[src/rtl/array_op_engine.sv]
// array_op_engine: buffered compute array. Input words are transformed by an
//   op chosen from a free-running phase counter, written into a DEPTH-entry
//   circular array and streamed back out; a side port gives random reads.
// Latency: accept at edge N -> array write at N+1 -> out/out_valid after N+2.
//   Random read data is registered, 1 cycle.
// Backpressure: in_ready = !flush. There is no output stall; out_valid is a
//   one-cycle pulse per accepted word.
// Ports:
//   clk, reset (async active-low), flush (sync clear of all state)
//   in_valid/in_ready/in      : input word handshake
//   out_valid/out/out_addr    : result stream and the entry it was written to
//   rd_en/rd_addr/rd_data     : random read port, rd_data holds when rd_en = 0
module array_op_engine #(
  parameter int DATA_W = 32,
  parameter int DEPTH  = 4,
  parameter int CNT_W  = 8
) (
  input  logic                     clk,
  input  logic                     reset,
  input  logic                     flush,
  input  logic                     in_valid,
  output logic                     in_ready,
  input  logic [DATA_W-1:0]        in,
  output logic                     out_valid,
  output logic [DATA_W-1:0]        out,
  output logic [$clog2(DEPTH)-1:0] out_addr,
  input  logic                     rd_en,
  input  logic [$clog2(DEPTH)-1:0] rd_addr,
  output logic [DATA_W-1:0]        rd_data
);

  localparam int AW = $clog2(DEPTH);

  // Phase boundaries: H = 2^(CNT_W-1), H+Q = 2^(CNT_W-1) + 2^(CNT_W-2).
  localparam logic [CNT_W-1:0] CNT_H  = {1'b1, {(CNT_W-1){1'b0}}};
  localparam logic [CNT_W-1:0] CNT_HQ = {2'b11, {(CNT_W-2){1'b0}}};
  localparam logic [DATA_W-1:0] FIVE  = DATA_W'(5);

  typedef enum logic [2:0] {
    OP_MOD5 = 3'd0,
    OP_HALF = 3'd1,
    OP_SQR  = 3'd2,
    OP_QTR  = 3'd3,
    OP_ZERO = 3'd4
  } op_t;

  logic              accept;
  logic [AW-1:0]     wptr;
  logic [CNT_W-1:0]  cnt;
  op_t               op_sel;

  logic [DATA_W-1:0] temp;
  logic [AW-1:0]     s1_addr;
  op_t               s1_op;
  logic              s1_valid;
  logic [DATA_W-1:0] result;

  logic [AW-1:0]     s2_addr;
  logic              s2_valid;

  logic [DATA_W-1:0] mem [DEPTH];

  assign in_ready = !flush;
  assign accept   = in_valid && in_ready;

  // Op is picked from the counter value before it increments.
  always_comb begin
    op_sel = OP_ZERO;
    if (cnt == '0) begin
      op_sel = OP_MOD5;
    end else if (cnt < CNT_H) begin
      op_sel = OP_HALF;
    end else if (cnt == CNT_H) begin
      op_sel = OP_SQR;
    end else if (cnt < CNT_HQ) begin
      op_sel = OP_QTR;
    end
  end

  // Stage-1 transform. The square is evaluated at DATA_W bits so only the
  // low half of the full product survives.
  always_comb begin
    result = '0;
    case (s1_op)
      OP_MOD5: result = temp % FIVE;
      OP_HALF: result = temp >> 1;
      OP_SQR:  result = temp * temp;
      OP_QTR:  result = temp >> 2;
      default: result = '0;
    endcase
  end

  // Stage 0 (capture), stage-1 bookkeeping and stage 2 (output register).
  always_ff @(posedge clk or negedge reset) begin
    if (!reset) begin
      wptr      <= '0;
      cnt       <= '0;
      temp      <= '0;
      s1_addr   <= '0;
      s1_op     <= OP_MOD5;
      s1_valid  <= 1'b0;
      s2_addr   <= '0;
      s2_valid  <= 1'b0;
      out       <= '0;
      out_addr  <= '0;
      out_valid <= 1'b0;
    end else if (flush) begin
      wptr      <= '0;
      cnt       <= '0;
      temp      <= '0;
      s1_addr   <= '0;
      s1_op     <= OP_MOD5;
      s1_valid  <= 1'b0;
      s2_addr   <= '0;
      s2_valid  <= 1'b0;
      out       <= '0;
      out_addr  <= '0;
      out_valid <= 1'b0;
    end else begin
      s1_valid <= accept;
      if (accept) begin
        temp    <= in;
        s1_addr <= wptr;
        s1_op   <= op_sel;
        wptr    <= wptr + AW'(1);
        cnt     <= cnt + CNT_W'(1);
      end

      s2_valid <= s1_valid;
      if (s1_valid) begin
        s2_addr <= s1_addr;
      end

      // The array entry was written on the previous edge, so this read
      // returns the fresh result rather than stale contents.
      out       <= mem[s2_addr];
      out_addr  <= s2_addr;
      out_valid <= s2_valid;
    end
  end

  // Result array.
  always_ff @(posedge clk or negedge reset) begin
    if (!reset) begin
      for (int i = 0; i < DEPTH; i++) begin
        mem[i] <= '0;
      end
    end else if (flush) begin
      for (int i = 0; i < DEPTH; i++) begin
        mem[i] <= '0;
      end
    end else if (s1_valid) begin
      mem[s1_addr] <= result;
    end
  end

  // Random read: a same-edge stage-1 write to rd_addr is not forwarded,
  // so the old contents are returned.
  always_ff @(posedge clk or negedge reset) begin
    if (!reset) begin
      rd_data <= '0;
    end else if (flush) begin
      rd_data <= '0;
    end else if (rd_en) begin
      rd_data <= mem[rd_addr];
    end
  end

endmodule

[config.mk]
export PLATFORM = sky130hd
export DESIGN_NAME = array_op_engine
export DESIGN_NICKNAME = d
export VERILOG_FILES = /design/src/rtl/array_op_engine.sv
export SDC_FILE = /design/constraint.sdc
export NUM_CORES = 2
export LEC_CHECK = 0
export BUFFER_PORTS_ARGS = -buffer_cell sky130_fd_sc_hd__buf_2
export CAP_MARGIN = 20
export CORE_AREA = 2 2 253 205
export CTS_BUF_LIST = sky130_fd_sc_hd__clkbuf_4 sky130_fd_sc_hd__clkbuf_8 sky130_fd_sc_hd__clkbuf_16
export DETAILED_ROUTE_END_ITERATION = 16
export DIE_AREA = 0 0 255 207
export PLACE_DENSITY = 0.79
export REMOVE_ABC_BUFFERS = 1
export SKIP_CTS_REPAIR_TIMING = 1
export SLEW_MARGIN = 20
export SYNTH_ARGS = -nofsm -noshare
export SYNTH_HDL_FRONTEND = slang
export SYNTH_SLANG_ARGS = --single-unit
[constraint.sdc]
create_clock -name clk -period 9.7 [get_ports clk]
set_input_delay 0.485 -clock clk [delete_from_list [all_inputs] [get_ports clk]]
set_output_delay 0.485 -clock clk [all_outputs]
set_load 0.005 [all_outputs]
==> flow_summary.toml <==
[status]
status = "finished with violations"
violations = "hold timing, capacitance limit, slew limit, setup timing"

[route]
vias = 25930
routedWlPerCell_um = 22.58
drt_wl_total_um = 93470
antenna_left = 0
first_iter_violations = 2586
drt-vias-per-instance = 6.264
drtPass1Iterations = 6
drc_errors = 0

[grt]
grt_overflow = 0
grt_max_degree = 108
grt_pass1_wl_um = 144800
antenna_found_initial = 0
grt_pass1_vias = 27050
grt_usage_pct = 35.03

[finish]
mostFrequentLayoutCell = "inv_1"
area_delta_synth_final_pct = 18.18
post-route-util_pct = 68.54
fin_nets = 3974
antenna_cells = 0
instances_no_fill = 4139
final_cell_mix = "inv_1 (467), fa_1 (367), buf_4 (357)"
drive_gt1_share_pct = 23.15

[timing]
setup_slack_ns = -1.738
worstMarginPinSlew_ns = 1.571
skew_ns = 0.03592
max_slew_margin_pct = -4.956
setup_viol = 128
period_share_pct = 117.9
min_period_ns = 11.44
whs_ns = -0.05637
finalMaxSlewViolations = 13
hold_viol = 10
fmax_mhz = 87.43
rsz0062_at_grt = "true"

[clock_network]
clkSlewWorstSetupHoldPaths_ns = 0.07
cts_max_level = 1
cts.sinks = 246
cts_tree = "yes"
cts_made_buffers = 25
clk_latency_ns = 0.57
cts_root_buffer = "clkbuf_16"
clockBufferDepth = 3

[placement]
place_congestion = 0.9763
dpl.cell_count = 4055
io_buffers = 106
dp_hpwl_um = 68460

[synthesis]
synth_area_leaders = "fa_1 (25%), dfrtp_1 (21%), inv_1 (6.0%)"
async_reset_ff_share_pct = 100.0
yosys.area.top_type = "fa_1"
synthFlopType = "dfrtp_1"
synth_top_area_share_pct = 25.10
netlist_area_um2 = 29270
synthDistinctLibCells = 120
yosys_warnings = 0
syn_area_per_cell_um2 = 9.327
synth_seq_area_share_pct = 21.03
netlist_instances = 3138
synth_seq_cells = 246
synth_edf_count = 0

[pwr]
total_leakage_power_nw = 17.21
p_per_area_nw_per_um2 = 197.9
irDropWorstVdd_mv = 0.1519

[setup_path]
cp.required_ns = 10.15
cp_max_fo = 8
cp-end-kind = "flop"
crit_arrival_ns = 11.89
r2r-start = "temp[29]"
slowest_delay_ns = 0.51
cp_common_cell = "buf_4"
path_class = "reg -> reg"
rr_endpoint = "mem[99]"
r2r_slack_ns = -1.74
rr_worst_depth = 48
slowest_stage = "or4_4"
crit_path_start_kind = "flop"

[floorplan]
core_um2 = 50460
die_width_um = 255
start_util_pct = 58.00
die_area_um2 = 52790
dieHeight_um = 207
num_rows = 74
ios = 107

[min_path]
min_path_type = "in -> async"

[job]
drv_cap = 1
[worst max-delay path: cells and delay by family (launching register included)]
kind | cells | cell delay (ns)
DFF | 1 | 0.43
buffers and inverters | 9 | 1.38
AOI/OAI and AO/OA | 23 | 5.26
muxes | 2 | 0.54
and+or+nand+nor | 13 | 3.48
adders and majority gates | 1 | 0.22
[per-layer routing]
metal	part of all wire [%]	GRT usage (%)	vias up
met2	46	54.65	1537
li1	-	-	11120
met4	4.4	13.71	0
met3	11	9.022	334
met1	38	47.01	12940
met5	0	0	-
[flip-flops by register name, indices dropped and copies added, names as in the netlist]
signal / count
rd_data: 32
mem: 128
temp: 32
cnt: 8
out: 32
s2_valid: 1
out_addr: 2
s1_valid: 1
s1_op: 3
wptr: 2
s1_addr: 2
out_valid: 1
s2_addr: 2
[cell usage after synthesis (21+ instances only)]
| library cell | n |
|---|---|
| o21ai_1 | 21 |
| xnor2_1 | 48 |
| dfrtp_1 | 246 |
| nor3_1 | 57 |
| nand3_1 | 47 |
| a21oi_1 | 82 |
| ha_1 | 131 |
| mux2i_1 | 91 |
| clkbuf_1 | 139 |
| buf_1 | 43 |
| nand2_1 | 312 |
| fa_1 | 367 |
| nor2_1 | 263 |
| buf_2 | 27 |
| o21ai_0 | 164 |
| a22o_1 | 26 |
| inv_1 | 467 |
| and2_1 | 66 |
| mux4_2 | 64 |
[area by class of cell]
class / instances / area (um^2)
inverters: 474 / 1787
well taps: 684 / 855.8
multi-input cells: 2199 / 21340
clock inverters: 13 / 167.7
flip-flops and latches: 246 / 6165
fillers: 3723 / 15870
clock buffers: 32 / 703.2
repair buffers: 491 / 3571
[worst max-delay path by stage]
| stage | from | to | slack [ns] | cells after the start |
|---|---|---|---|---|
| global route | temp[29] | mem[67] | -2.12 | 49 |
| detailed placement | temp[29] | mem[99] | -1.95 | 43 |
| CTS | temp[29] | mem[99] | -2.01 | 43 |
| global placement | temp[31] | mem[99] | -1.79 | 44 |
| floorplan | temp[26] | mem[35] | -1.87 | 40 |
| finish | temp[29] | mem[99] | -1.74 | 48 |
[cell families (layout without fill, tap and decap cells)]
group / Yosys count / after routing / synth area share (%)
and+or+nand+nor: 884 / 884 / 14.13
xor gates and xnor gates: 63 / 63 / 1.911
DFF: 246 / 246 / 21.03
AOI/OAI and AO/OA: 589 / 589 / 14.57
muxes: 164 / 164 / 8.431
adders and majority gates: 499 / 499 / 30.74
buffers and inverters: 693 / 1010 / 9.196
[report_power, final]
group	internal, W	switching (W)	total [W]
registers	0.00107	0.0000449	0.00111
clock network	0.000579	0.000457	0.00104
logic	0.00216	0.00254	0.00470
total	0.00381	0.00304	0.00685
[through the flow]
step           setup TNS (ns)  worst slack, ns  cell area (um^2)  power [W]
2_1_floorplan         -153.35           -1.865             28350   0.003438
3_3_place_gp          -155.34           -1.790             32410   0.005043
3_5_place_dp          -173.00           -1.955             32420   0.005124
4_1_cts               -181.00           -2.014             33290   0.006171
5_1_grt               -198.84           -2.122             34590   0.007204
6_report              -149.61           -1.738             34590   0.006846
(Power assumes the default switching activity.)
